==> src/rtl/ec_pkg.sv <==
// ---------------------------------------------------------------------------
// ec_pkg
// Shared definitions for the elliptic-curve point engine:
//   - ec_state_t : engine FSM state encoding
//   - EC_DEF_*   : default field/curve parameters (y^2 = x^3 + 2x + b over GF(17))
//   - EC_GEN_*   : generator point (5,1) and its order 19 for that default curve
// ---------------------------------------------------------------------------
package ec_pkg;

    typedef enum logic [2:0] {
        S_IDLE   = 3'd0,
        S_LOAD   = 3'd1,
        S_NUMDEN = 3'd2,
        S_INV    = 3'd3,
        S_SLOPE  = 3'd4,
        S_XOUT   = 3'd5,
        S_YOUT   = 3'd6,
        S_DONE   = 3'd7
    } ec_state_t;

    localparam int EC_DEF_WIDTH = 8;
    localparam int EC_DEF_P     = 17;
    localparam int EC_DEF_A     = 2;
    localparam int EC_GEN_X     = 5;
    localparam int EC_GEN_Y     = 1;
    localparam int EC_ORDER     = 19;

endpackage

==> src/rtl/ec_modmul.sv <==
// ---------------------------------------------------------------------------
// ec_modmul
// Bit-serial interleaved modular multiplier: o_p = i_a * i_b mod P.
// Scans i_b MSB first; every cycle acc = 2*acc (+ a) with both steps reduced
// by a single conditional subtraction of P. WIDTH cycles per product.
// Ports:
//   clk, reset   clock, asynchronous active-high reset
//   i_start      one-cycle request, latches i_a/i_b (both < P)
//   i_a, i_b     operands
//   o_done       one-cycle pulse, o_p valid in that cycle
//   o_p          product, held until the next i_start
// ---------------------------------------------------------------------------
module ec_modmul
    import ec_pkg::*;
#(
    parameter int WIDTH = EC_DEF_WIDTH,
    parameter int P     = EC_DEF_P
) (
    input  logic             clk,
    input  logic             reset,
    input  logic             i_start,
    input  logic [WIDTH-1:0] i_a,
    input  logic [WIDTH-1:0] i_b,
    output logic             o_done,
    output logic [WIDTH-1:0] o_p
);

    localparam logic [WIDTH:0] P_EXT = (WIDTH+1)'(P);
    localparam int             CW    = $clog2(WIDTH + 1);

    logic [WIDTH-1:0] r_a;
    logic [WIDTH-1:0] r_b;
    logic [WIDTH-1:0] r_acc;
    logic [CW-1:0]    r_cnt;
    logic             r_busy;
    logic             r_done;

    logic [WIDTH:0]   w_dbl;
    logic [WIDTH-1:0] w_dbl_red;
    logic [WIDTH:0]   w_sum;
    logic [WIDTH-1:0] w_sum_red;

    // Both partial results stay below 2P, so one conditional subtract suffices.
    always_comb begin
        w_dbl     = {r_acc, 1'b0};
        w_dbl_red = (w_dbl >= P_EXT) ? WIDTH'(w_dbl - P_EXT) : WIDTH'(w_dbl);
        w_sum     = {1'b0, w_dbl_red} + (r_b[WIDTH-1] ? {1'b0, r_a} : '0);
        w_sum_red = (w_sum >= P_EXT) ? WIDTH'(w_sum - P_EXT) : WIDTH'(w_sum);
    end

    always_ff @(posedge clk or posedge reset) begin
        if (reset) begin
            r_a    <= '0;
            r_b    <= '0;
            r_acc  <= '0;
            r_cnt  <= '0;
            r_busy <= 1'b0;
            r_done <= 1'b0;
        end else begin
            r_done <= 1'b0;
            if (i_start) begin
                r_a    <= i_a;
                r_b    <= i_b;
                r_acc  <= '0;
                r_cnt  <= CW'(WIDTH);
                r_busy <= 1'b1;
            end else if (r_busy) begin
                r_acc <= w_sum_red;
                r_b   <= {r_b[WIDTH-2:0], 1'b0};
                r_cnt <= r_cnt - CW'(1);
                if (r_cnt == CW'(1)) begin
                    r_busy <= 1'b0;
                    r_done <= 1'b1;
                end
            end
        end
    end

    assign o_done = r_done;
    assign o_p    = r_acc;

endmodule

==> src/rtl/ec_point_engine.sv <==
// ---------------------------------------------------------------------------
// ec_point_engine
// Affine point addition/doubling R = P1 + P2 on y^2 = x^3 + A*x + b over GF(P).
// Special cases (infinity operands, P1 = -P2, doubling with y1 = 0) finish in
// two cycles; everything else runs a fixed multiply schedule on one shared
// ec_modmul so latency depends only on WIDTH and P.
// Ports:
//   clk, reset            clock, asynchronous active-high reset
//   start                 request, sampled while busy = 0 (also in the done cycle)
//   x1, y1, x2, y2        operand coordinates (< P)
//   inf1, inf2            operand is the point at infinity
//   busy                  operation in progress
//   done                  one-cycle pulse, result outputs updated in that cycle
//   x_out, y_out, inf_out result, held until the next done
// ---------------------------------------------------------------------------
module ec_point_engine
    import ec_pkg::*;
#(
    parameter int WIDTH = EC_DEF_WIDTH,
    parameter int P     = EC_DEF_P,
    parameter int A     = EC_DEF_A
) (
    input  logic             clk,
    input  logic             reset,
    input  logic             start,
    input  logic [WIDTH-1:0] x1,
    input  logic [WIDTH-1:0] y1,
    input  logic [WIDTH-1:0] x2,
    input  logic [WIDTH-1:0] y2,
    input  logic             inf1,
    input  logic             inf2,
    output logic             busy,
    output logic             done,
    output logic [WIDTH-1:0] x_out,
    output logic [WIDTH-1:0] y_out,
    output logic             inf_out
);

    localparam logic [WIDTH:0]   P_EXT = (WIDTH+1)'(P);
    localparam logic [WIDTH-1:0] P_W   = WIDTH'(P);
    localparam logic [WIDTH-1:0] A_W   = WIDTH'(A);
    localparam logic [WIDTH-1:0] EXP   = WIDTH'(P - 2);
    localparam int               BW    = (WIDTH > 1) ? $clog2(WIDTH) : 1;

    function automatic logic [WIDTH-1:0] mod_add(input logic [WIDTH-1:0] a,
                                                 input logic [WIDTH-1:0] b);
        logic [WIDTH:0] s;
        s = {1'b0, a} + {1'b0, b};
        return (s >= P_EXT) ? WIDTH'(s - P_EXT) : WIDTH'(s);
    endfunction

    // Borrow out of the widened difference selects the +P correction.
    function automatic logic [WIDTH-1:0] mod_sub(input logic [WIDTH-1:0] a,
                                                 input logic [WIDTH-1:0] b);
        logic [WIDTH:0] d;
        d = {1'b0, a} - {1'b0, b};
        return d[WIDTH] ? WIDTH'(d[WIDTH-1:0] + P_W) : d[WIDTH-1:0];
    endfunction

    ec_state_t        r_state;
    ec_state_t        w_state_next;

    logic [WIDTH-1:0] r_x1, r_y1, r_x2, r_y2;
    logic             r_inf1, r_inf2;
    logic             r_dbl;
    logic [WIDTH-1:0] r_num, r_den, r_inv, r_s, r_x3;
    logic [BW-1:0]    r_bit;
    logic             r_mulph;     // 0: squaring step, 1: multiply-by-d step
    logic             r_wait;      // a product is in flight in the multiplier
    logic [WIDTH-1:0] r_x_out, r_y_out;
    logic             r_inf_out;

    logic             w_busy;
    logic             w_accept;
    logic             w_mul_state;
    logic             w_mul_issue;
    logic             w_mul_fire;
    logic             w_mul_done;
    logic [WIDTH-1:0] w_mul_p;
    logic [WIDTH-1:0] w_mul_a, w_mul_b;
    logic [WIDTH-1:0] w_x1_sub_x3;
    logic [WIDTH-1:0] w_num_dbl;
    logic             w_exp_bit;
    logic             w_bit_finished;
    logic             w_short;
    logic [WIDTH-1:0] w_short_x, w_short_y;
    logic             w_short_inf;

    assign w_busy      = (r_state != S_IDLE) && (r_state != S_DONE);
    assign w_accept    = start && !w_busy;
    assign w_mul_state = (r_state == S_NUMDEN) || (r_state == S_INV) ||
                         (r_state == S_SLOPE)  || (r_state == S_XOUT) ||
                         (r_state == S_YOUT);
    assign w_mul_issue = w_mul_state && !r_wait;
    assign w_mul_fire  = r_wait && w_mul_done;

    assign w_x1_sub_x3    = mod_sub(r_x1, r_x3);
    assign w_num_dbl      = mod_add(mod_add(mod_add(w_mul_p, w_mul_p), w_mul_p), A_W);
    assign w_exp_bit      = EXP[r_bit];
    // A bit of the exponent is complete after its square, unless the bit is
    // set, in which case the following multiply-by-d closes it.
    assign w_bit_finished = r_mulph || !w_exp_bit;

    ec_modmul #(
        .WIDTH (WIDTH),
        .P     (P)
    ) u_modmul (
        .clk     (clk),
        .reset   (reset),
        .i_start (w_mul_issue),
        .i_a     (w_mul_a),
        .i_b     (w_mul_b),
        .o_done  (w_mul_done),
        .o_p     (w_mul_p)
    );

    // Operand routing for the single shared multiplier.
    always_comb begin
        w_mul_a = '0;
        w_mul_b = '0;
        case (r_state)
            S_NUMDEN: begin w_mul_a = r_x1;  w_mul_b = r_x1;                      end
            S_INV:    begin w_mul_a = r_inv; w_mul_b = r_mulph ? r_den : r_inv;   end
            S_SLOPE:  begin w_mul_a = r_num; w_mul_b = r_inv;                     end
            S_XOUT:   begin w_mul_a = r_s;   w_mul_b = r_s;                       end
            S_YOUT:   begin w_mul_a = r_s;   w_mul_b = w_x1_sub_x3;               end
            default:  begin w_mul_a = '0;    w_mul_b = '0;                        end
        endcase
    end

    // Cases that need no field arithmetic.
    always_comb begin
        w_short     = 1'b1;
        w_short_x   = '0;
        w_short_y   = '0;
        w_short_inf = 1'b1;
        if (r_inf1 && r_inf2) begin
            w_short_inf = 1'b1;
        end else if (r_inf1) begin
            w_short_x   = r_x2;
            w_short_y   = r_y2;
            w_short_inf = 1'b0;
        end else if (r_inf2) begin
            w_short_x   = r_x1;
            w_short_y   = r_y1;
            w_short_inf = 1'b0;
        end else if ((r_x1 == r_x2) && ((r_y1 != r_y2) || (r_y1 == '0))) begin
            w_short_inf = 1'b1;
        end else begin
            w_short = 1'b0;
        end
    end

    always_ff @(posedge clk or posedge reset) begin
        if (reset) begin
            r_state <= S_IDLE;
        end else begin
            r_state <= w_state_next;
        end
    end

    always_comb begin
        w_state_next = r_state;
        case (r_state)
            S_IDLE:   if (start) w_state_next = S_LOAD;
            S_LOAD:   w_state_next = w_short ? S_DONE : S_NUMDEN;
            S_NUMDEN: if (w_mul_fire) w_state_next = S_INV;
            S_INV:    if (w_mul_fire && w_bit_finished && (r_bit == '0)) w_state_next = S_SLOPE;
            S_SLOPE:  if (w_mul_fire) w_state_next = S_XOUT;
            S_XOUT:   if (w_mul_fire) w_state_next = S_YOUT;
            S_YOUT:   if (w_mul_fire) w_state_next = S_DONE;
            // DONE always lasts one cycle; a start seen here chains directly
            // into the next operation.
            S_DONE:   w_state_next = start ? S_LOAD : S_IDLE;
            default:  w_state_next = S_IDLE;
        endcase
    end

    always_ff @(posedge clk or posedge reset) begin
        if (reset) begin
            r_x1      <= '0;
            r_y1      <= '0;
            r_x2      <= '0;
            r_y2      <= '0;
            r_inf1    <= 1'b0;
            r_inf2    <= 1'b0;
            r_dbl     <= 1'b0;
            r_num     <= '0;
            r_den     <= '0;
            r_inv     <= '0;
            r_s       <= '0;
            r_x3      <= '0;
            r_bit     <= '0;
            r_mulph   <= 1'b0;
            r_wait    <= 1'b0;
            r_x_out   <= '0;
            r_y_out   <= '0;
            r_inf_out <= 1'b1;
        end else begin
            if (w_accept) begin
                r_x1   <= x1;
                r_y1   <= y1;
                r_x2   <= x2;
                r_y2   <= y2;
                r_inf1 <= inf1;
                r_inf2 <= inf2;
            end

            if (w_mul_issue) begin
                r_wait <= 1'b1;
            end else if (w_mul_fire) begin
                r_wait <= 1'b0;
            end

            case (r_state)
                S_LOAD: begin
                    r_dbl <= (r_x1 == r_x2);
                    if (w_short) begin
                        r_x_out   <= w_short_x;
                        r_y_out   <= w_short_y;
                        r_inf_out <= w_short_inf;
                    end
                end
                // x1^2 is always computed so add and double share one schedule.
                S_NUMDEN: if (w_mul_fire) begin
                    r_num   <= r_dbl ? w_num_dbl : mod_sub(r_y2, r_y1);
                    r_den   <= r_dbl ? mod_add(r_y1, r_y1) : mod_sub(r_x2, r_x1);
                    r_inv   <= WIDTH'(1);
                    r_bit   <= BW'(WIDTH - 1);
                    r_mulph <= 1'b0;
                end
                S_INV: if (w_mul_fire) begin
                    r_inv <= w_mul_p;
                    if (w_bit_finished) begin
                        r_mulph <= 1'b0;
                        r_bit   <= r_bit - BW'(1);
                    end else begin
                        r_mulph <= 1'b1;
                    end
                end
                S_SLOPE: if (w_mul_fire) begin
                    r_s <= w_mul_p;
                end
                S_XOUT: if (w_mul_fire) begin
                    r_x3 <= mod_sub(mod_sub(w_mul_p, r_x1), r_x2);
                end
                S_YOUT: if (w_mul_fire) begin
                    r_x_out   <= r_x3;
                    r_y_out   <= mod_sub(w_mul_p, r_y1);
                    r_inf_out <= 1'b0;
                end
                default: ;
            endcase
        end
    end

    assign busy    = w_busy;
    assign done    = (r_state == S_DONE);
    assign x_out   = r_x_out;
    assign y_out   = r_y_out;
    assign inf_out = r_inf_out;

endmodule
==> config.mk <==
export PLATFORM = sky130hd
export DESIGN_NAME = ec_point_engine
export DESIGN_NICKNAME = d
export VERILOG_FILES = /design/src/rtl/ec_pkg.sv /design/src/rtl/ec_modmul.sv /design/src/rtl/ec_point_engine.sv
export SDC_FILE = /design/constraint.sdc
export NUM_CORES = 1
export LEC_CHECK = 0
export BUFFER_PORTS_ARGS = -buffer_cell sky130_fd_sc_hd__buf_4
export CAP_MARGIN = 15
export CORE_MARGIN = 3
export CORE_UTILIZATION = 55
export CTS_CLUSTER_DIAMETER = 120
export DETAILED_ROUTE_END_ITERATION = 10
export PLACE_DENSITY = 0.76
export RECOVER_POWER = 25
export SLEW_MARGIN = 40
export SYNTH_ARGS = -nofsm -noshare
export SYNTH_HDL_FRONTEND = slang
export SYNTH_SLANG_ARGS = --single-unit
==> constraint.sdc <==
create_clock -name clk -period 6.2 [get_ports clk]
set_clock_uncertainty 0.1 [all_clocks]
set_input_delay 0.31 -clock clk [delete_from_list [all_inputs] [get_ports clk]]
set_output_delay 0.31 -clock clk [all_outputs]
set_load 0.1 [all_outputs]
Word-level counts from Yosys, hierarchy flattened
Memories as Yosys holds them, arrays and structs flattened.
Cells that the tools add are included.
Cells by class
  $add $sub $neg: 25
  order comparisons: 7
  eq/ne operators: 20
  mux-type cells: 72
  reductions and logical operators: 33
Operators with widths (number)
  2-to-1 mux 8 bit: 32
  greater-or-equal comparator 9 x 5 -> 1 bit (second input constant): 6
  subtractor 8 x 8 -> 9 bit: 6
  adder 8 x 5 -> 8 bit (second input constant): 6
  one-hot mux 8 bit (2 select lines): 3
  subtractor 8 x 5 -> 8 bit (second input constant): 6
  one-hot mux 8 bit (5 select lines): 1
  adder 8 x 8 -> 9 bit: 4
  one-hot mux 8 bit (4 select lines): 1
  2-to-1 mux 3 bit: 9
  one-hot mux 3 bit (8 select lines): 1
  2-to-1 mux 1 bit: 20
  != test 2 bit (second input constant): 8
  == test 3 bit (second input constant): 4
  adder 8 x 2 -> 9 bit (second input constant): 1
  == test 8 bit: 1
  logical AND 1 bit: 8
  logical NOT 8 bit: 1
  2-to-1 mux 4 bit: 2
  != test 8 bit: 1
  nonzero test 2 bit: 4
  == test 3 x 2 -> 1 bit (second input constant): 2
  logical NOT 3 bit: 2
  logical OR 1 bit: 6
  other kinds (16): 22
Word-level totals
  bits in registers: 130
  ROM bits: 8
  logic and storage cells: 183
  memories kept: 1
Memories
  (no name shown): words 8, width 1, rd ports 1, clocked after Yosys merged registers in 0, write ports 0, RTL line ec_point_engine.sv:99  | assign w_exp_bit = EXP[r_bit];

Longest topological paths before layout
Gate-level depths: netlist of run 1.
  word-level depth: 10
  depth in mapped cells: 25

By module
Synthesis of run 1 repeated with hierarchy kept, for this count alone.
Second synthesis, totals
  cell total of the unflattened synthesis: 1279
  area total of the unflattened synthesis: 11105.7 um^2
By module, submodules not included
  ec_point_engine: times used 1, cells an instance 1063, area an instance 9034.9 um^2, sequential area each 2503.7 um^2
  ec_modmul: times used 1, cells an instance 216, area an instance 2070.7 um^2, sequential area each 750.7 um^2

Least setup slack after synthesis of run 1
OpenSTA, ideal clock, no wires.
  path kind: flip-flop to flip-flop
  start: register u_modmul.r_acc[1] (netlist: u_modmul.o_p[1])
  end: register r_num[1]
  setup time: 69 ps
  arrival: 5602 ps
  slack: 429 ps
  stages on the path, launching flop included: 21
  path buffers: 0
  period minus slack after synthesis: 5771 ps
  cell sequence: dfrtp_1 inv_1 ha_1 a21boi_0 nand2b_1 ha_1 fa_1 and3_1 or3_4 and2_4 a211oi_1 nand2_2 o21ai_0 ha_1 nand3_1 nand2_1 mux2_2 a41oi_1 nand2_4 or3_1 nand3_1
On the way
  longest elaborated chain between the ends: 10
Ends and longest elaborated chain
  start: declaration: RTL line ec_modmul.sv:33  | logic [WIDTH-1:0] r_acc;
  start signal: assignment: RTL line ec_modmul.sv:68  | r_acc <= w_sum_red;
  adder 8 x 8 -> 9 bit: RTL line ec_point_engine.sv:48  | s = {1'b0, a} + {1'b0, b};
  subtractor 8 x 5 -> 8 bit / greater-or-equal comparator 9 x 5 -> 1 bit (equally long branches): RTL line ec_point_engine.sv:49  | return (s >= P_EXT) ? WIDTH'(s - P_EXT) : WIDTH'(s);
  2-to-1 mux 8 bit: RTL line ec_point_engine.sv:49
  adder 8 x 8 -> 9 bit *: RTL line ec_point_engine.sv:48
  subtractor 8 x 5 -> 8 bit / greater-or-equal comparator 9 x 5 -> 1 bit (equally long branches): RTL line ec_point_engine.sv:49
  2-to-1 mux 8 bit *: RTL line ec_point_engine.sv:49
  adder 8 x 2 -> 9 bit *: RTL line ec_point_engine.sv:48
  subtractor 8 x 5 -> 8 bit / greater-or-equal comparator 9 x 5 -> 1 bit (equally long branches): RTL line ec_point_engine.sv:49
  2-to-1 mux 8 bit *: RTL line ec_point_engine.sv:49
  2-to-1 mux 8 bit *: RTL line ec_point_engine.sv:226  | r_num <= r_dbl ? w_num_dbl : mod_sub(r_y2, r_y1);
  end signal: assignment: RTL line ec_point_engine.sv:226
  end: declaration: RTL line ec_point_engine.sv:66  | logic [WIDTH-1:0] r_num, r_den, r_inv, r_s, r_x3;
Every way passes the cells marked *; elsewhere a longest branch is shown, timed or not.
A chain may end at the register's enable or synchronous reset.

Worst setup path in the final report of run 1
  start: register u_modmul.r_acc[0] (netlist: u_modmul.o_p[0])
  end: register r_num[1]
The elaborated chain is that of the path after synthesis.

==> PnR_summary.wiki, run 1 <==
{| class="wikitable"
! Metric !! Value
|-
| Biggest area contributors in the synthesized netlist || dfrtp_1 30%, ha_1 10%, xnor2_1 5.5%
|-
| Min cycle time layout || approximately 5.7 ns
|-
| Routed wl met3 || 1850 um
|-
| Pre-CTS setup slack || 0.142 ns
|-
| Synthesized net count || ~1,400
|-
| Number of enable-type register cells in the synthesized netlist || 0
|-
| Latest clock arrival within the worst-skew pair || 0.43 ns
|-
| Worst hold path cell count || 2
|-
| Overflow left after global routing || 0
|-
| Initial antenna violation count || 0
|-
| Top Layer Used || met4
|-
| Max Slew Vio Count || 77
|-
| Post-synthesis instance area || 0.0107 mm2
|-
| Cells after Synth || 1,243
|-
| Pin count of the biggest net entering global routing || 77
|-
| Sequential area share after synthesis || a little under a third
|-
| DR DRC count || 0
|-
| Routed length on met1 || between 10,000 and 15,000 um
|-
| HPWL after detailed placement || 21,300 um
|-
| Worst path setup slack after routing || ~0.49 ns
|-
| FP Rows || 50
|-
| Worst R2R Path Depth || 20
|-
| Max-Cap Viols || 1
|-
| Level count of the clock H-tree || 4
|-
| Worst-path maximum fanout || 8
|-
| Top cells by count, synth || 129 x dfrtp_1, 127 x nand2_1, 109 x o21ai_0
|-
| Synth Area per Inst || 8.60 um2
|-
| Buffers inserted by post-CTS timing repair || 0
|-
| Synth async-reset ratio || 100%
|-
| Number of storage elements in the synthesis netlist || 130
|-
| Portion of synthesized cell area occupied by the leading cell type || 30.2%
|-
| Clock transition at the registers of the reported paths || ~0.06 ns
|-
| Layout filler cell count || 1,589
|-
| Library cell used as clock root buffer || clkbuf_16
|-
| Signed area change from the synthesized netlist to the final layout || 13.3%
|-
| Post-layout net count || 1,430
|-
| I/O pins || 56
|-
| Number of distinct library cells after synthesis || 76
|-
| Type of origin of the critical path || flop
|-
| Placer's final routability congestion estimate || 0.891
|-
| Core footprint || 0.0189 mm2
|-
| Die area || between 0.02 and 0.025 mm2
|-
| Placed Cells incl. Taps || 1,535
|-
| Endpoint kind of the worst setup timing path || flop
|-
| Total length of routed met2 wires || 13,200 um
|-
| Clock buffers created by TritonCTS || 17
|-
| Run status || complete, but fails checks
|-
| Highest attainable clock frequency || 175 MHz
|-
| Required time at the worst-slack endpoint || 6.46 ns
|-
| Worst slew slack as a fraction of its limit || -125%
|-
| TritonCTS clock tree || yes
|-
| Final Setup Violations || 0
|-
| Port bufs || 55
|-
| Most instantiated library cell after synthesis || dfrtp_1
|-
| Die X || 145 um
|-
| DRT Wirelength || 28,400 um
|-
| Number of iterations in the first detailed-routing pass || 6
|-
| Share of the cycle needed by the critical path after routing || 92.1%
|-
| Detailed router's first-iteration violation count || 769
|-
| Unrepaired setup endpoints after global routing || false
|-
| Final count of hold timing violations || 0
|-
| Crit path arrival time || a little under 6 ns
|-
| Per-cell routed wire length || 18.1 um
|-
| Overall Global Routing Usage || 26.6%
|-
| Slew @ Worst Pin || 3.35 ns
|-
| Total number of vias || 9,497
|-
| Fraction of final layout cells with drive strength greater than 1 || 14.2%
|-
| Die extent in y || 145 um
|-
| Vias in the first global route || 9,193
|-
| Start-to-end type of the worst setup path || reg2reg
|-
| First-pass GRT wire length || 46,500 um
|-
| Hold Path Class || in2reg
|-
| Library cell occupying the most area in the post-synthesis netlist || dfrtp_1
|-
| Violated checks || max-capacitance violations, max-slew violations
|-
| Total negative slack for setup checks || 0 ns
|-
| Maximum buffer depth of the clock tree || 2
|-
| Number of standard cells in the final layout excluding fillers || 1,569
|-
| Starting density of the core || 56.5%
|-
| Count of antenna diodes in the layout || 0
|-
| TritonCTS sink count || 130
|-
| Most instantiated flip-flop cell in the synthesis netlist || dfrtp_1
|-
| Detail-routed via count per cell || 6.05
|-
| Number of warnings reported in the yosys synthesis log || 0
|-
| Post-route antenna net violation count || 0
|}
-- final timing paths --
check,from,end,slack (ns)
setup / recovery,u_modmul.o_p[0]$_DFFE_PP0P_,r_num[1]$_DFFE_PP0P_,0.49
hold / removal,y2[5],r_y2[5]$_DFFE_PP0P_,0.009
setup reg to reg,u_modmul.o_p[0]$_DFFE_PP0P_,r_num[1]$_DFFE_PP0P_,0.49
hold reg to reg,y_out[0]$_DFFE_PP0P_,y_out[0]$_DFFE_PP0P_,0.38
max in group asynchronous,reset,r_s[0]$_DFFE_PP0P_,2.84
min in group asynchronous,reset,x_out[4]$_DFFE_PP0P_,1.33
-- timing repair --
action                                  4_1_cts  5_1_grt
endpoints found under the setup margin        0        9
hold endpoints to repair                     75        0
hold buffers                                  2        0
gates resized for setup                       0        6
-- metal layers --
layer	up-vias	track usage [%]
met5	-	0
met4	0	7.93
met3	64	4.76
met2	313	42.8
met1	4576	36.8
li1	4544	-
-- kinds of logic after synthesis --
group                      Yosys count  synth area share [%]
and+or+nand+nor                    344                  15.4
xor gates and xnor gates           100                  8.27
DFF                                130                  30.5
adders and majority gates           97                  11.9
muxes                               71                  7.18
AOI/OAI and AO/OA                  362                  21.7
buffers and inverters              139                  5.09
-- critical path, stage by stage, from the launching register on --
cell	delay (ns)
dfrtp_1	0.38
inv_1	0.15
ha_1	0.25
a21boi_1	0.28
nand2b_1	0.31
ha_1	0.34
fa_1	0.49
xor2_1	0.24
nor3_2	0.28
o21ai_1	0.23
a211oi_2	0.37
nand2_2	0.16
o21ai_0	0.27
ha_2	0.33
nand3_1	0.09
nand2_1	0.12
mux2_2	0.37
a41oi_2	0.28
nand2_4	0.12
or3_1	0.39
nand3_1	0.08
-- placed cells by master, fill, tap and decap left out, drive strengths merged, types with 31 or more instances in the layout --
cell / count
xnor2: 67
inv: 94
nor2: 76
nand2: 129
ha: 89
nand3: 31
buf: 74
dfrtp: 129
o21ai: 114
xor2: 33
a21oi: 90
mux2: 45
-- layout make-up --
cell class | count | area [um2] | share of cell area [%]
Multi-Input combinational cell | 974 | 6960 | 57.4
Sequential cell | 130 | 3250 | 26.9
Timing Repair Buffer | 77 | 598 | 4.94
Clock buffer | 20 | 457 | 3.77
Inverter | 96 | 362 | 2.99
Tap cell | 260 | 325 | 2.69
Clock inverter | 12 | 156 | 1.29
-- through the flow --
stage | util [%] | hold WS, ns | cell area [um2]
after CTS | 64.0 | 0.00286 | 12100
after global routing | 64.1 | 0.00148 | 12100
final | 64.1 | 0.00864 | 12100
after global placement | 60.3 | 0.361 | 11400
after detailed placement | 60.6 | 0.369 | 11400
after floorplan | - | 0.342 | 10700
Power of run 1 is left out: the tool's default activity adds up to more than one toggle a clock period on the data nets, which glitch-free logic cannot reach.
==> inputs of run 2 (changes only) <==
- CTS_BUF_LIST: default -> sky130_fd_sc_hd__clkbuf_4
==> run 2 against run 1 <==
Final cell count grew 2.2%. Final area grew 0.22%. Setup slack lost 0.0038 ns. The run still ends with max-capacitance violations, max-slew violations left. Critical path depth is the same. Via count grew 1.3%. Clock-buffer cell count shrank 2. Sequential share of layout area shrank 0.058 points. Register-to-register slack is essentially flat. Sequential cell count is the same. Non-clock buffer count grew 34. Critical path type unchanged. First-iteration DRC count shrank 4.0%.
==> PnR_summary.wiki, run 2 (same netlist as run 1, synthesis figures left out) <==
{| class="wikitable"
! Metric !! Value
|-
| Unrepaired setup endpoints after global routing || false (unchanged)
|-
| Layout filler cell count || 1,588 (was 1,589)
|-
| Cells along the critical path || inv_1, ha_1, a21boi_1, nand2b_1, ha_1, fa_1, xor2_1, nor3_2, o21ai_1, a211oi_2, nand2_2, o21ai_0, ha_2, nand3_1, nand2_1, mux2_2, a41oi_2, nand2_4, or3_1, nand3_1 (unchanged)
|-
| Initial antenna violation count || 1 (was 0)
|-
| Signed area change from the synthesized netlist to the final layout || 13.6% (was 13.3%)
|-
| Max-Cap Viols || 1 (unchanged)
|-
| TritonCTS clock tree || yes (unchanged)
|-
| Worst slew slack as a fraction of its limit || -126% (was -125%)
|-
| Die X || 145 um (unchanged)
|-
| Latest clock arrival within the worst-skew pair || 0.57 ns (was 0.43 ns)
|-
| Start point of the worst hold path || start (was y2[5])
|-
| Crit path arrival time || 6.12 ns (was 5.97 ns)
|-
| DR DRC count || 0 (unchanged)
|-
| Die extent in y || 145 um (unchanged)
|-
| Starting density of the core || 56.5% (unchanged)
|-
| Clock transition at the registers of the reported paths || 0.13 ns (was 0.06 ns)
|-
| Hold Path Class || in2reg (unchanged)
|-
| Library cell used as clock root buffer || clkbuf_4 (was clkbuf_16)
|-
| Slack of the worst reg-to-reg path || 0.49 ns (about the same)
|-
| Vias in the first global route || 9,286 (was 9,193)
|-
| Final Setup Violations || 0 (unchanged)
|-
| Type of origin of the critical path || flop (unchanged)
|-
| Clock buffers created by TritonCTS || 17 (unchanged)
|-
| Min cycle time layout || 5.71 ns (about the same)
|-
| Pin count of the biggest net entering global routing || 77 (unchanged)
|-
| CP delay by family, top || simple AND/OR/NAND/NOR gates (unchanged)
|-
| Core footprint || 0.0189 mm2 (unchanged)
|-
| DRT Wirelength || 28,700 um (was 28,400 um)
|-
| Total number of vias || 9,616 (was 9,497)
|-
| Overflow left after global routing || 0 (unchanged)
|-
| Detailed router's first-iteration violation count || 738 (was 769)
|-
| Port bufs || 55 (unchanged)
|-
| HPWL after detailed placement || 21,300 um (unchanged)
|-
| Worst hold path cell count || 4 (was 2)
|-
| Die area || 0.0211 mm2 (unchanged)
|-
| Most used cells in the layout excluding fill and tap cells || 129 x dfrtp_1, 127 x nand2_1, 108 x o21ai_0 (unchanged)
|-
| Number of buffers and inverters on the critical path || 1 (unchanged)
|-
| Commonest non-fill, non-tap cell in the layout || dfrtp_1 (unchanged)
|-
| Level count of the clock H-tree || 4 (unchanged)
|-
| Run status || complete, but fails checks (unchanged)
|-
| Overall Global Routing Usage || 26.8% (was 26.6%)
|-
| Final count of hold timing violations || 0 (unchanged)
|-
| I/O pins || 56 (unchanged)
|-
| Maximum buffer depth of the clock tree || 2 (unchanged)
|-
| Post-route antenna net violation count || 0 (unchanged)
|-
| Per-cell routed wire length || 17.9 um (was 18.1 um)
|-
| Max Slew Vio Count || 77 (unchanged)
|-
| Share of the cycle needed by the critical path after routing || 92.2% (was 92.1%)
|-
| Number of iterations in the first detailed-routing pass || 7 (was 6)
|-
| Worst R2R End || r_num[1]$_DFFE_PP0P_ (unchanged)
|-
| Total negative slack for setup checks || 0 ns (unchanged)
|-
| Worst R2R Path Depth || 20 (unchanged)
|-
| Fraction of final layout cells with drive strength greater than 1 || 13.7% (was 14.2%)
|-
| Required time at the worst-slack endpoint || 6.60 ns (was 6.46 ns)
|-
| Start-to-end type of the worst setup path || reg2reg (unchanged)
|-
| Detail-routed via count per cell || 6.00 (was 6.05)
|-
| Buffers inserted by post-CTS timing repair || 0 (unchanged)
|-
| Worst-path maximum fanout || 8 (unchanged)
|-
| Launch point of the worst reg-to-reg path || u_modmul.o_p[0]$_DFFE_PP0P_ (unchanged)
|-
| First-pass GRT wire length || 46,800 um (was 46,500 um)
|-
| Endpoint kind of the worst setup timing path || flop (unchanged)
|-
| Placer's final routability congestion estimate || 0.891 (unchanged)
|-
| Critical-path top delay cell || fa_1 (unchanged)
|-
| TritonCTS sink count || 130 (unchanged)
|-
| End point of the worst hold path || r_x2[6]$_DFFE_PP0P_ (was r_y2[5]$_DFFE_PP0P_)
|-
| Post-layout net count || 1,464 (was 1,430)
|-
| Slew @ Worst Pin || 3.37 ns (was 3.35 ns)
|-
| Worst path max stage delay || 0.49 ns (about the same)
|-
| Violated checks || max-capacitance violations, max-slew violations (unchanged)
|-
| FP Rows || 50 (unchanged)
|-
| Highest attainable clock frequency || 175 MHz (about the same)
|}
[run 2: cell types whose count changed in the layout (fill, tap and decap cells not counted), sizes merged]
cell / change
dlygate4sd3: +34
clkbuf: -2
clkinv: +2
diode: +1
[run 2: how the worst max path moves through the flow]
stage          cells after the start                   startpoint              endpoint  slack (ns)
3_3_place_gp                      19  u_modmul.o_p[7]$_DFFE_PP0P_  r_num[1]$_DFFE_PP0P_        0.33
3_5_place_dp                      20  u_modmul.o_p[0]$_DFFE_PP0P_  r_num[1]$_DFFE_PP0P_        0.14
2_1_floorplan                     20  u_modmul.o_p[1]$_DFFE_PP0P_  r_num[1]$_DFFE_PP0P_        0.43
5_1_grt                           20  u_modmul.o_p[0]$_DFFE_PP0P_  r_num[1]$_DFFE_PP0P_        0.10
6_report                          20  u_modmul.o_p[0]$_DFFE_PP0P_  r_num[1]$_DFFE_PP0P_        0.49
4_1_cts                           20  u_modmul.o_p[0]$_DFFE_PP0P_  r_num[1]$_DFFE_PP0P_        0.07
[run 2: repair_timing]
action,in CTS,in global routing
resized for setup,0,5
setup endpoints to repair,0,8
hold buffers,36,0
hold endpoints to repair,108,0
[run 2: final cells by class]
type                            instances  area (um2)  share of cell area, %
Multi-Input combinational cell        974        6950                   57.3
Sequential cell                       130        3250                   26.8
Timing Repair Buffer                  111         938                   7.73
Inverter                               96         362                   2.98
Tap cell                              260         325                   2.68
Clock inverter                         14         164                   1.35
Clock buffer                           18         135                   1.11
Antenna cell                            1        2.50                 0.0206
[run 2: routing by layer]
metal	vias up	wire length, um	global-route usage (%)
met3	55	2040	5.29
li1	4612	-	-
met5	-	0	0
met2	348	13400	43.3
met1	4601	12700	36.9
met4	0	566	7.60
[run 2: through the flow]
step                hold WS [ns]  cell area (um2)  worst slack (ns)  std cells  util (%)
floorplan                  0.342            10700             0.429       1243         -
global placement           0.361            11400             0.332       1533      60.3
detailed placement         0.369            11400             0.142       1535      60.6
CTS                        0.181            12100            0.0749       1603      64.1
global route               0.199            12100             0.103       1604      64.2
finish                     0.212            12100             0.486       1604      64.2
[run 2: worst reg2reg max path, delay by kind of cell (launching register included)]
kind,cells,cell delay [ns]
mux,1,0.37
compound gates,5,1.43
simple gates,8,1.55
fa+ha+maj,4,1.41
xor+xnor,1,0.24
buf+inv,1,0.15
flops,1,0.40
Power of run 2 is left out for the same reason.
==> inputs of run 3 (changes only) <==
- BUFFER_PORTS_ARGS: -buffer_cell sky130_fd_sc_hd__buf_4 -> default
- CAP_MARGIN: 15 -> default
- DONT_BUFFER_PORTS: default -> 1
- PLACE_DENSITY: 0.76 -> 0.73
==> run 3 against run 2 <==
The flow still finishes with violations (max-capacitance violations, max-slew violations). Critical path depth is the same. Die area is the same. Final area decreased by 2.8%. Core utilization is 1.8 points lower. First-iteration DRC count decreased by 10%. Sequential share of layout area grew 0.94 points. Worst hold slack worse by 0.17 ns. Highest routed layer unchanged.
==> PnR_summary.wiki, run 3 (same netlist as run 1, synthesis figures left out) <==
{| class="wikitable"
! Metric !! Value
|-
| Crit path arrival time || 6.08 ns (was 6.12 ns)
|-
| Signed area change from the synthesized netlist to the final layout || 10.4% (was 13.6%)
|-
| Cell Area, Placed || 0.0111 mm2 (was 0.0114 mm2)
|-
| Maximum buffer depth of the clock tree || 2 (unchanged)
|-
| Max Slew Vio Count || 133 (was 77)
|-
| Run status || complete, but fails checks (unchanged)
|-
| FF/Latch Area || 0.00327 mm2 (was 0.00325 mm2)
|-
| Violated checks || max-capacitance violations, max-slew violations (unchanged)
|-
| Clock transition at the registers of the reported paths || 0.13 ns (about the same)
|-
| Layout filler cell count || 1,635 (was 1,588)
|-
| Library cell used as clock root buffer || clkbuf_4 (unchanged)
|-
| Die area || 0.0211 mm2 (unchanged)
|-
| Launch point of the worst reg-to-reg path || u_modmul.o_p[0]$_DFFE_PP0P_ (unchanged)
|-
| Die extent in y || 145 um (unchanged)
|-
| Detailed router's first-iteration violation count || 664 (was 738)
|-
| Commonest non-fill, non-tap cell in the layout || nand2_1 (was dfrtp_1)
|-
| Total number of vias || 9,268 (was 9,616)
|-
| Slew @ Worst Pin || 2.93 ns (was 3.37 ns)
|-
| Utilization after layout || 62.4% (was 64.2%)
|-
| Starting density of the core || 56.5% (unchanged)
|-
| Core footprint || 0.0189 mm2 (unchanged)
|-
| Area used by multi-input combinational logic || 0.00697 mm2 (was 0.00695 mm2)
|-
| Share of the cycle needed by the critical path after routing || 91.3% (was 92.2%)
|-
| I/O pins || 56 (unchanged)
|-
| Hold Path Class || in2reg (unchanged)
|-
| Overflow left after global routing || 0 (unchanged)
|-
| Total negative slack for setup checks || 0 ns (unchanged)
|-
| Port bufs || 0 (was 55)
|-
| Overall Global Routing Usage || 26.3% (was 26.8%)
|-
| Highest attainable clock frequency || 177 MHz (was 175 MHz)
|-
| Worst-path maximum fanout || 8 (unchanged)
|-
| Initial antenna violation count || 1 (unchanged)
|-
| TritonCTS sink count || 130 (unchanged)
|-
| Clock buffers created by TritonCTS || 17 (unchanged)
|-
| Type of origin of the critical path || flop (unchanged)
|-
| Post-layout net count || 1,412 (was 1,464)
|-
| First-pass GRT wire length || 45,500 um (was 46,800 um)
|-
| Fraction of final layout cells with drive strength greater than 1 || 11.6% (was 13.7%)
|-
| Number of iterations in the first detailed-routing pass || 8 (was 7)
|-
| Vias in the first global route || 8,730 (was 9,286)
|-
| Buffers inserted by post-CTS timing repair || 0 (unchanged)
|-
| Level count of the clock H-tree || 4 (unchanged)
|-
| Final Setup Violations || 0 (unchanged)
|-
| Max-Cap Viols || 2 (was 1)
|-
| Min cycle time layout || 5.66 ns (was 5.71 ns)
|-
| Post-route antenna net violation count || 0 (unchanged)
|-
| DRT Wirelength || 27,900 um (was 28,700 um)
|-
| HPWL after detailed placement || 20,900 um (was 21,300 um)
|-
| FP Rows || 50 (unchanged)
|-
| Most used cells in the layout excluding fill and tap cells || 127 x nand2_1, 114 x dfrtp_1, 109 x o21ai_0 (was 129 x dfrtp_1, 127 x nand2_1, 108 x o21ai_0)
|-
| Unrepaired setup endpoints after global routing || false (unchanged)
|-
| Worst setup path start || u_modmul.o_p[0]$_DFFE_PP0P_ (unchanged)
|-
| Final count of hold timing violations || 0 (unchanged)
|-
| Detail-routed via count per cell || 5.98 (was 6.00)
|-
| Start-to-end type of the worst setup path || reg2reg (unchanged)
|-
| Required time at the worst-slack endpoint || 6.62 ns (was 6.60 ns)
|-
| Worst path max stage delay || 0.52 ns (was 0.49 ns)
|-
| Placer's final routability congestion estimate || 0.914 (was 0.891)
|-
| Critical-path top delay cell || fa_1 (unchanged)
|-
| Final design area excluding fillers || 0.0118 mm2 (was 0.0121 mm2)
|-
| DR DRC count || 0 (unchanged)
|-
| TritonCTS clock tree || yes (unchanged)
|-
| Die X || 145 um (unchanged)
|-
| Latest clock arrival within the worst-skew pair || 0.59 ns (was 0.57 ns)
|-
| Worst slew slack as a fraction of its limit || -95.2% (was -126%)
|-
| Per-cell routed wire length || 18.0 um (was 17.9 um)
|-
| Pin count of the biggest net entering global routing || 70 (was 77)
|-
| Start point of the worst hold path || start (unchanged)
|-
| Cells along the critical path || inv_1, ha_1, a21boi_1, nand2b_2, ha_1, fa_1, xor2_1, nor3_2, o21ai_1, a211oi_2, nand2_2, o21ai_0, ha_2, nand3_1, nand2_1, mux2_2, a41oi_2, nand2_4, or3_1, nand3_1 (was inv_1, ha_1, a21boi_1, nand2b_1, ha_1, fa_1, xor2_1, nor3_2, o21ai_1, a211oi_2, nand2_2, o21ai_0, ha_2, nand3_1, nand2_1, mux2_2, a41oi_2, nand2_4, or3_1, nand3_1)
|-
| Endpoint kind of the worst setup timing path || flop (unchanged)
|}
run 3: changes by cell type in the layout (fill, tap and decap cells not counted), moves of 2 or more:
| cell | delta |
|---|---|
| clkinv_1 | -2 |
| clkbuf_4 | +2 |
| buf_4 | -53 |
| clkinvlp_4 | -3 |
| nor2_1 | -2 |
| dfrtp_1 | -15 |
| dfrtp_2 | +15 |
| clkinv_2 | +2 |
run 3: what timing repair did:
item,CTS,global route
setup endpoints to repair,0,8
hold endpoints to repair,94,0
hold buffers,36,0
resized for setup,0,6
run 3: area by class of cell:
class | count | share of cell area, %
antenna | 1 | 0.0212
clock buffer | 21 | 1.34
clock inverter | 10 | 1.15
inverter | 96 | 3.07
multi-input combinational | 974 | 59.1
sequential | 130 | 27.8
tap | 260 | 2.76
timing repair buffer | 59 | 4.81
run 3: per-stage QoR:
stage / worst slack (ns) / std cells / hold WS (ns)
finish: 0.542 / 1551 / 0.0423
global route: 0.106 / 1551 / 0.0283
CTS: 0.0502 / 1550 / 0.0144
detailed placement: 0.121 / 1483 / 0.275
global placement: 0.258 / 1481 / 0.263
floorplan: 0.429 / 1243 / 0.342
run 3: metal layers:
metal | up-vias | routed length [um] | share of wire, % | GRT usage [%]
met5 | - | 0 | 0 | 0
met4 | 0 | 477 | 1.7 | 6.60
met3 | 42 | 1850 | 6.6 | 4.14
met2 | 305 | 12800 | 46 | 41.8
met1 | 4418 | 12800 | 46 | 37.8
li1 | 4503 | - | - | -
run 3: critical path, delay by kind of cell, from the launching register on:
kind                       cells  cell delay, ns
adders and majority gates      4            1.45
xor gates and xnor gates       1            0.24
buffers and inverters          1            0.15
DFF                            1            0.40
and+or+nand+nor                8            1.50
AOI/OAI and AO/OA              5            1.39
muxes                          1            0.37
run 3: path summary, 6_finish.rpt:
check / endpoint / slack, ns / cells after the start
min reg2reg: r_den[3]$_DFFE_PP0P_ / 0.40 / 2
max: r_num[1]$_DFFE_PP0P_ / 0.54 / 20
min: r_x1[7]$_DFFE_PP0P_ / 0.04 / 3
min in group asynchronous: x_out[5]$_DFFE_PP0P_ / 0.81 / 2
max in group asynchronous: x_out[4]$_DFFE_PP0P_ / 1.22 / 3
max reg2reg: r_num[1]$_DFFE_PP0P_ / 0.54 / 20
Power of run 3 is left out for the same reason.
